## src/rtl/elbeth_pkg.sv

```systemverilog
// elbeth_pkg: shared definitions for the ELBETH execution unit.
// Holds the 5-bit operation codes, the unit FSM state type and small
// op-class decode helpers used by the top level.
package elbeth_pkg;

  // Base integer operation codes
  localparam logic [4:0] OP_ADD    = 5'd0;
  localparam logic [4:0] OP_SUB    = 5'd1;
  localparam logic [4:0] OP_AND    = 5'd2;
  localparam logic [4:0] OP_OR     = 5'd3;
  localparam logic [4:0] OP_XOR    = 5'd4;
  localparam logic [4:0] OP_SLTU   = 5'd5;
  localparam logic [4:0] OP_SLT    = 5'd6;
  localparam logic [4:0] OP_SLL    = 5'd7;
  localparam logic [4:0] OP_SRL    = 5'd8;
  localparam logic [4:0] OP_SRA    = 5'd9;
  // Multiply / divide operation codes
  localparam logic [4:0] OP_MUL    = 5'd10;
  localparam logic [4:0] OP_MULH   = 5'd11;
  localparam logic [4:0] OP_MULHSU = 5'd12;
  localparam logic [4:0] OP_MULHU  = 5'd13;
  localparam logic [4:0] OP_DIV    = 5'd14;
  localparam logic [4:0] OP_DIVU   = 5'd15;
  localparam logic [4:0] OP_REM    = 5'd16;
  localparam logic [4:0] OP_REMU   = 5'd17;

  typedef enum logic [1:0] {
    ST_IDLE = 2'd0,
    ST_ITER = 2'd1,
    ST_FIX  = 2'd2
  } state_e;

  // True for any multiply or divide code
  function automatic logic is_muldiv(input logic [4:0] op);
    is_muldiv = (op >= OP_MUL) && (op <= OP_REMU);
  endfunction

  // True for divide/remainder codes only
  function automatic logic is_div(input logic [4:0] op);
    is_div = (op >= OP_DIV) && (op <= OP_REMU);
  endfunction

endpackage

```

## src/rtl/elbeth_muldiv_iter.sv

```systemverilog
// elbeth_muldiv_iter: iterative radix-2 multiply / restoring-divide core.
// Works on unsigned magnitudes; sign fix-up is done by the caller.
// Ports: i_clk, i_rst_n (async active-low), i_flush (sync clear),
//   i_start (load operands), i_step (perform one iteration),
//   i_is_div (select divide step), i_a_mag / i_b_mag (magnitudes),
//   o_done (last iteration this cycle), o_acc ({hi, lo} accumulator).
// After XLEN steps o_acc holds the 2*XLEN product, or {remainder, quotient}.
module elbeth_muldiv_iter
  import elbeth_pkg::*;
#(
  parameter int XLEN = 32,
  parameter int SHW  = 5
) (
  input  logic              i_clk,
  input  logic              i_rst_n,
  input  logic              i_flush,
  input  logic              i_start,
  input  logic              i_step,
  input  logic              i_is_div,
  input  logic [XLEN-1:0]   i_a_mag,
  input  logic [XLEN-1:0]   i_b_mag,
  output logic              o_done,
  output logic [2*XLEN-1:0] o_acc
);

  logic [SHW-1:0]    r_cnt;
  logic [2*XLEN-1:0] r_acc;
  logic [XLEN-1:0]   r_opnd;

  logic [XLEN:0]     w_sum;
  logic [XLEN:0]     w_trial;
  logic [XLEN:0]     w_diff;
  logic [2*XLEN-1:0] w_acc_nxt;

  // One iteration of shift-add multiply or restoring divide
  always_comb begin
    w_sum   = {1'b0, r_acc[2*XLEN-1:XLEN]} + {1'b0, r_opnd};
    // Partial remainder shifted left with the next dividend bit brought in
    w_trial = r_acc[2*XLEN-1:XLEN-1];
    w_diff  = w_trial - {1'b0, r_opnd};
    if (i_is_div) begin
      if (!w_diff[XLEN]) begin
        w_acc_nxt = {w_diff[XLEN-1:0], r_acc[XLEN-2:0], 1'b1};
      end else begin
        w_acc_nxt = {w_trial[XLEN-1:0], r_acc[XLEN-2:0], 1'b0};
      end
    end else begin
      // Low half holds the remaining multiplier bits; carry lands in bit 2*XLEN-1
      if (r_acc[0]) begin
        w_acc_nxt = {w_sum, r_acc[XLEN-1:1]};
      end else begin
        w_acc_nxt = {1'b0, r_acc[2*XLEN-1:1]};
      end
    end
  end

  assign o_done = i_step && (r_cnt == SHW'(XLEN - 1));
  assign o_acc  = r_acc;

  // Counter, accumulator and operand registers
  always_ff @(posedge i_clk or negedge i_rst_n) begin
    if (!i_rst_n) begin
      r_cnt  <= {SHW{1'b0}};
      r_acc  <= {(2*XLEN){1'b0}};
      r_opnd <= {XLEN{1'b0}};
    end else if (i_flush) begin
      r_cnt  <= {SHW{1'b0}};
    end else if (i_start) begin
      r_cnt  <= {SHW{1'b0}};
      r_acc  <= {{XLEN{1'b0}}, i_a_mag};
      r_opnd <= i_b_mag;
    end else if (i_step) begin
      r_acc  <= w_acc_nxt;
      r_cnt  <= o_done ? {SHW{1'b0}} : (r_cnt + {{(SHW-1){1'b0}}, 1'b1});
    end else begin
      r_cnt  <= r_cnt;
    end
  end

endmodule

```

## src/rtl/elbeth_exu.sv

```systemverilog
// elbeth_exu: registered, valid/ready handshaked execution unit.
// Base ops finish in one cycle; multiply/divide use elbeth_muldiv_iter
// (IDLE -> ITER x XLEN -> FIX), latency XLEN+2. Divide-by-zero and signed
// overflow short-circuit in one cycle.
// Ports: clk, rst_n (async active-low), flush (sync kill), in_valid/in_ready,
//   operation (5-bit code), data_a, data_b, out_valid/out_ready,
//   result (registered), busy (iterative op in progress).
module elbeth_exu
  import elbeth_pkg::*;
#(
  parameter  int XLEN      = 32,
  parameter  int MULDIV_EN = 1,
  localparam int SHW       = $clog2(XLEN)
) (
  input  logic            clk,
  input  logic            rst_n,
  input  logic            flush,
  input  logic            in_valid,
  output logic            in_ready,
  input  logic [4:0]      operation,
  input  logic [XLEN-1:0] data_a,
  input  logic [XLEN-1:0] data_b,
  output logic            out_valid,
  input  logic            out_ready,
  output logic [XLEN-1:0] result,
  output logic            busy
);

  localparam logic            MD_ON    = (MULDIV_EN != 32'sd0);
  localparam logic [XLEN-1:0] ZERO     = {XLEN{1'b0}};
  localparam logic [XLEN-1:0] ONES     = {XLEN{1'b1}};
  localparam logic [XLEN-1:0] MIN_NEG  = {1'b1, {(XLEN-1){1'b0}}};

  state_e            r_state, w_state_nxt;
  logic              r_out_valid;
  logic [XLEN-1:0]   r_result;
  logic [4:0]        r_op;
  logic              r_neg_q, r_neg_r;

  logic              w_accept, w_start, w_step, w_fix, w_done;
  logic              w_signed_a, w_signed_b, w_a_neg, w_b_neg;
  logic              w_div_zero, w_ovf, w_short, w_multi;
  logic [SHW-1:0]    w_shamt;
  logic [XLEN-1:0]   w_a_mag, w_b_mag, w_single_res, w_fix_res;
  logic [XLEN-1:0]   w_quot, w_rem;
  logic [2*XLEN-1:0] w_acc, w_prod;

  assign in_ready  = (r_state == ST_IDLE) && (!r_out_valid || out_ready) && !flush;
  assign w_accept  = in_valid && in_ready;
  assign out_valid = r_out_valid;
  assign result    = r_result;
  assign busy      = (r_state != ST_IDLE);
  assign w_shamt   = data_b[SHW-1:0];

  // Operand sign handling and short-circuit detection
  always_comb begin
    w_signed_a = (operation == OP_MULH) || (operation == OP_MULHSU) ||
                 (operation == OP_DIV)  || (operation == OP_REM);
    w_signed_b = (operation == OP_MULH) || (operation == OP_DIV) ||
                 (operation == OP_REM);
    w_a_neg    = w_signed_a && data_a[XLEN-1];
    w_b_neg    = w_signed_b && data_b[XLEN-1];
    w_a_mag    = w_a_neg ? (ZERO - data_a) : data_a;
    w_b_mag    = w_b_neg ? (ZERO - data_b) : data_b;
    w_div_zero = (data_b == ZERO);
    w_ovf      = ((operation == OP_DIV) || (operation == OP_REM)) &&
                 (data_a == MIN_NEG) && (data_b == ONES);
    w_short    = is_div(operation) && (w_div_zero || w_ovf);
    w_multi    = MD_ON && is_muldiv(operation) && !w_short;
  end

  // Single-cycle results: base ops, short-circuit divides, unknown codes
  always_comb begin
    w_single_res = ZERO;
    case (operation)
      OP_ADD:  w_single_res = data_a + data_b;
      OP_SUB:  w_single_res = data_a - data_b;
      OP_AND:  w_single_res = data_a & data_b;
      OP_OR:   w_single_res = data_a | data_b;
      OP_XOR:  w_single_res = data_a ^ data_b;
      OP_SLTU: w_single_res = {{(XLEN-1){1'b0}}, (data_a < data_b)};
      OP_SLT:  w_single_res = {{(XLEN-1){1'b0}}, ($signed(data_a) < $signed(data_b))};
      OP_SLL:  w_single_res = data_a << w_shamt;
      OP_SRL:  w_single_res = data_a >> w_shamt;
      OP_SRA:  w_single_res = $signed(data_a) >>> w_shamt;
      OP_DIV, OP_DIVU: begin
        if (MD_ON && w_div_zero) begin
          w_single_res = ONES;
        end else if (MD_ON && w_ovf) begin
          w_single_res = data_a;
        end else begin
          w_single_res = ZERO;
        end
      end
      OP_REM, OP_REMU: begin
        if (MD_ON && w_div_zero) begin
          w_single_res = data_a;
        end else begin
          w_single_res = ZERO;
        end
      end
      default: w_single_res = ZERO;
    endcase
  end

  // Sign fix-up of the iterative result, selected by the captured op
  always_comb begin
    w_prod    = r_neg_q ? ({(2*XLEN){1'b0}} - w_acc) : w_acc;
    w_quot    = r_neg_q ? (ZERO - w_acc[XLEN-1:0]) : w_acc[XLEN-1:0];
    w_rem     = r_neg_r ? (ZERO - w_acc[2*XLEN-1:XLEN]) : w_acc[2*XLEN-1:XLEN];
    w_fix_res = ZERO;
    case (r_op)
      OP_MUL:                        w_fix_res = w_prod[XLEN-1:0];
      OP_MULH, OP_MULHSU, OP_MULHU:  w_fix_res = w_prod[2*XLEN-1:XLEN];
      OP_DIV, OP_DIVU:               w_fix_res = w_quot;
      OP_REM, OP_REMU:               w_fix_res = w_rem;
      default:                       w_fix_res = ZERO;
    endcase
  end

  // FSM next state and iteration control; flush overrides everything
  always_comb begin
    w_state_nxt = r_state;
    w_start     = 1'b0;
    w_step      = 1'b0;
    w_fix       = 1'b0;
    if (flush) begin
      w_state_nxt = ST_IDLE;
    end else begin
      case (r_state)
        ST_IDLE: begin
          if (w_accept && w_multi) begin
            w_state_nxt = ST_ITER;
            w_start     = 1'b1;
          end else begin
            w_state_nxt = ST_IDLE;
          end
        end
        ST_ITER: begin
          w_step = 1'b1;
          if (w_done) begin
            w_state_nxt = ST_FIX;
          end else begin
            w_state_nxt = ST_ITER;
          end
        end
        ST_FIX: begin
          w_fix       = 1'b1;
          w_state_nxt = ST_IDLE;
        end
        default: w_state_nxt = ST_IDLE;
      endcase
    end
  end

  generate
    if (MULDIV_EN != 32'sd0) begin : g_muldiv
      elbeth_muldiv_iter #(.XLEN(XLEN), .SHW(SHW)) u_iter (
        .i_clk    (clk),
        .i_rst_n  (rst_n),
        .i_flush  (flush),
        .i_start  (w_start),
        .i_step   (w_step),
        .i_is_div (is_div(r_op)),
        .i_a_mag  (w_a_mag),
        .i_b_mag  (w_b_mag),
        .o_done   (w_done),
        .o_acc    (w_acc)
      );
    end else begin : g_no_muldiv
      assign w_done = 1'b0;
      assign w_acc  = {(2*XLEN){1'b0}};
    end
  endgenerate

  // State, output register and captured op context
  always_ff @(posedge clk or negedge rst_n) begin
    if (!rst_n) begin
      r_state     <= ST_IDLE;
      r_out_valid <= 1'b0;
      r_result    <= ZERO;
      r_op        <= 5'd0;
      r_neg_q     <= 1'b0;
      r_neg_r     <= 1'b0;
    end else begin
      r_state <= w_state_nxt;
      if (flush) begin
        r_out_valid <= 1'b0;
      end else if (w_fix) begin
        r_out_valid <= 1'b1;
        r_result    <= w_fix_res;
      end else if (w_accept && !w_multi) begin
        r_out_valid <= 1'b1;
        r_result    <= w_single_res;
      end else if (out_ready) begin
        // Also covers accepting an iterative op: the old result drains now
        r_out_valid <= 1'b0;
      end else begin
        r_out_valid <= r_out_valid;
      end
      if (w_accept) begin
        r_op    <= operation;
        r_neg_q <= w_a_neg ^ w_b_neg;
        r_neg_r <= w_a_neg;
      end else begin
        r_op    <= r_op;
      end
    end
  end

endmodule

```

## config.mk

```make
export PLATFORM = sky130hd
export DESIGN_NAME = elbeth_exu
export DESIGN_NICKNAME = d
export VERILOG_FILES = /design/src/rtl/elbeth_pkg.sv /design/src/rtl/elbeth_muldiv_iter.sv /design/src/rtl/elbeth_exu.sv
export SDC_FILE = /design/constraint.sdc
export NUM_CORES = 1
export LEC_CHECK = 0
export BUFFER_PORTS_ARGS = -buffer_cell sky130_fd_sc_hd__buf_2
export CORE_ASPECT_RATIO = 0.7
export CORE_UTILIZATION = 35
export CTS_CLUSTER_DIAMETER = 40
export DETAILED_ROUTE_END_ITERATION = 16
export PLACE_DENSITY = 0.49
export SYNTH_ARGS = -nofsm -noshare
export SYNTH_HDL_FRONTEND = slang
export SYNTH_SLANG_ARGS = --single-unit
```

## constraint.sdc

```tcl
create_clock -name clk -period 6.8 [get_ports clk]
set_input_delay 1.02 -clock clk [delete_from_list [all_inputs] [get_ports clk]]
set_output_delay 1.02 -clock clk [all_outputs]
set_load 0.01 [all_outputs]
```

==> impl_metrics.toml <==
[route]
initialDrtViolationCount = 4075
wl_per_cell_um = 29.8
num_vias = 26500
drt_pass1_iterations = 6
vias_per_cell = 6.65
post-route-drc-count = 0
antenna_left = 0
wl_um = 119000

[power]
pwr_density_cell_mw_per_mm2 = 324
pwr-share-comb_pct = 65.8
switching_share_pct = 53.6
p_seq_share_pct = 21.2
ir_worst_vdd_mv = 0.217
leakage_nw = 10.2
power.switching_mw = 4.32
p_int_mw = 3.74
pwr-share-clk_pct = 13.1

[sta]
rsz0062_at_grt = "false"
slew_headroom_pct = 13.1
worstMarginPinSlew_ns = 1.29
finClkSkew_ns = 0.0125
maxSlewViolCount = 0
setup_viol_count_final = 0
whs_ns = 0.502
period_share_pct = 74.8
setup-tns-final_ns = 0
min_period_ns = 5.09
final-hold-violation-count = 0
setup_slack_ns = 1.71
fmax_mhz = 197

[die]
die_w_um = 310
fp-row-count = 78
ios = 109
dieArea_mm2 = 0.0675
coreArea_mm2 = 0.0653
start_util_pct = 35.6
fp.dieH_um = 218

[synthesis]
synthDistinctLibCells = 86
synth_edf_count = 0
synth_cells = 3186
synthesis.area_per_instance_um2 = 7.30
synthTopCellsByArea = "dfrtp_1 15%, ha_1 9.4%, o21ai_0 5.9%"
synth_top_area_cell = "dfrtp_1"
synth_most_common_cell = "nand2_1"
async_flop_share_pct = 100
synth-seq-cells = 143
netlist_area_mm2 = 0.0233
syn-num-nets = 3439
yosysTopAreaCellShare_pct = 15.4
synth-main-ff-cell = "dfrtp_1"
ys_top_cells_by_count = "319 x nand2_1, 277 x nor2_1, 274 x o21ai_0"
ys_warn_count = 0
seq_area_frac_synth_pct = 15.4

[global_routing]
grt_first_pass_wirelength_um = 171000
grt_max_degree = 89
grt_usage_pct = 34.4
overflow = 0
grt_antenna_before_repair = 6
grt_pass1_vias = 24000

[cells_and_area]
final_area_mm2 = 0.0249
nNetsFinal = 3347
fill_cells = 6973
stdcell_count = 3988
area_growth_pct = 6.98
layout-drive-gt1-share_pct = 9.85

[min_path]
min_from = "result[29]"
hp-class = "reg2reg"
hold_end = "result[29]"
worstHoldPathCells = 2

[cts]
numCtsBuffers = 17
hold_buffers = 0
worstSkewPairLatency_ns = 0.47
cts.sinks = 143
cts_root_buf = "clkbuf_16"
post_cts_resize_count = 0
h-tree-depth = 4
clk_path_buf_depth = 2
cts_tree = "built"
clk_pin_slew_ns = 0.06
post_cts_buffers = 0

[critical_path]
reg2regPathDepth = 10
critPathLaunch = "data_a[8]"
regToRegSetupSlack_ns = 2.04
slowest_delay_ns = 0.70
cp_cell_sequence = "buf_2 -> inv_1 -> ha_1 -> and3_1 -> nand2_1 -> o311a_1 -> o41ai_1 -> a221oi_1 -> o21ai_0 -> a2111oi_0 -> o31ai_1 -> o2111ai_1"
r2r_end = "result[21]"
critical_path.max_fanout = 13
arrival_ns = 5.39
endpoint_kind = "flip-flop"
cp.required_ns = 7.10
critical_path_class = "in2reg"
worstSetupStartpointType = "input pin"
worst_path_max_delay_cell = "o21ai_0"
timing.rr.start = "g_muldiv.u_iter.o_acc[4]"

[placement]
hpwl_um = 92800
dp_cells = 3955
post-place-ws_ns = 1.39
gp_congestion = 1.06
postPlaceCellArea_mm2 = 0.0243
io_buffers = 108

[status]
status = "finished, final reports clean"

[run]
drv_cap = 0
==> cell usage in the layout, fill, tap and decap left out, types with 19 or more instances in the layout <==
cell type | Yosys | layout
nand2_1 | 319 | 318
nand2b_1 | 29 | 29
xor2_1 | 44 | 44
o41ai_1 | 19 | 19
a21oi_1 | 257 | 256
ha_1 | 175 | 175
nor4_1 | 29 | 29
a221o_1 | 20 | 20
nor3_1 | 76 | 76
o221ai_1 | 30 | 30
buf_2 | 30 | 105
o21bai_1 | 24 | 24
and2_1 | 27 | 27
a221oi_1 | 58 | 58
or4_1 | 19 | 19
a211oi_1 | 34 | 33
nor2_1 | 277 | 277
nand3_1 | 80 | 80
dfrtp_1 | 143 | 141
o22ai_1 | 35 | 34
nand4_1 | 36 | 36
a31oi_1 | 36 | 36
buf_4 | 4 | 58
a21o_1 | 44 | 44
o21ai_0 | 274 | 274
xnor2_1 | 139 | 138
mux4_2 | 51 | 51
or3_1 | 38 | 38
mux2_2 | 23 | 23
o211ai_1 | 39 | 39
mux2i_1 | 88 | 88
o31ai_1 | 45 | 45
inv_1 | 151 | 150
==> worst max-delay path, delay by kind of cell <==
family / cells / cell delay [ns]
adder cells (fa/ha/maj): 1 / 0.55
AND/OR/NAND/NOR: 2 / 0.37
buffers and inverters: 2 / 0.43
AO/OA/AOI/OAI: 7 / 3.00
==> flip-flops by register name, indices dropped and copies added, names as in the netlist <==
name                    count
g_muldiv.u_iter.o_acc      64
g_muldiv.u_iter.r_opnd     32
result                     32
g_muldiv.u_iter.r_cnt       5
r_op                        5
r_state                     2
out_valid                   1
r_neg_q                     1
r_neg_r                     1
==> cells by family after synthesis <==
| logic type | count (synthesis) | share of synthesized area, % |
|---|---|---|
| buffers and inverters | 429 | 7.29 |
| and+or+nand+nor | 1005 | 20.3 |
| xor gates and xnor gates | 183 | 6.89 |
| DFF | 143 | 15.4 |
| AOI/OAI and AO/OA | 1085 | 30.6 |
| muxes | 162 | 9.83 |
| adders and majority gates | 179 | 9.75 |
==> through the flow <==
| stage | util, % | total power, mW |
|---|---|---|
| after floorplan | - | 5.30 |
| after global placement | 37.2 | 6.78 |
| after detailed placement | 37.2 | 6.83 |
| after CTS | 38.1 | 7.90 |
| after global routing | 38.1 | 8.61 |
| final | 38.1 | 8.06 |
==> metal layers <==
| layer | GRT usage [%] | vias up | part of all wire (%) | wire (µm) |
|---|---|---|---|---|
| met3 | 11.5 | 140 | 14 | 16300 |
| met2 | 42.8 | 1716 | 36 | 43300 |
| met1 | 55.1 | 13000 | 48 | 57200 |
| li1 | - | 11600 | - | - |
| met5 | 0 | - | 0 | 0 |
| met4 | 6.35 | 0 | 1.8 | 2080 |
==> power groups by stage <==
stage | Sequential, mW | Clock [mW] | Combinational (mW)
after floorplan | 1.35 | 0 | 3.96
after global placement | 1.69 | 0 | 5.09
after CTS | 1.69 | 1.06 | 5.16
after detailed placement | 1.70 | 0 | 5.13
final | 1.71 | 1.05 | 5.30
after global routing | 1.76 | 1.09 | 5.77
==> cell type report <==
type / count / area (µm²) / area share [%]
repair buffers: 164 / 972 / 3.91
well taps: 880 / 1100 / 4.42
clock buffers: 21 / 460 / 1.85
flip-flops and latches: 143 / 3580 / 14.4
multi-input cells: 2614 / 18000 / 72.5
inverters: 154 / 578 / 2.32
diodes: 1 / 2.50 / 0.0101
clock inverters: 11 / 163 / 0.653
==> how the worst max path moves through the flow <==
stage / end / slack, ns / depth (start not counted)
CTS: result[26] / 1.86 / 12
global placement: result[26] / 1.44 / 12
finish: result[26] / 1.71 / 12
global route: result[26] / 1.60 / 12
floorplan: result[30] / 1.79 / 16
detailed placement: result[26] / 1.39 / 12
No activity file was read; power rests on OpenSTA's default activity.
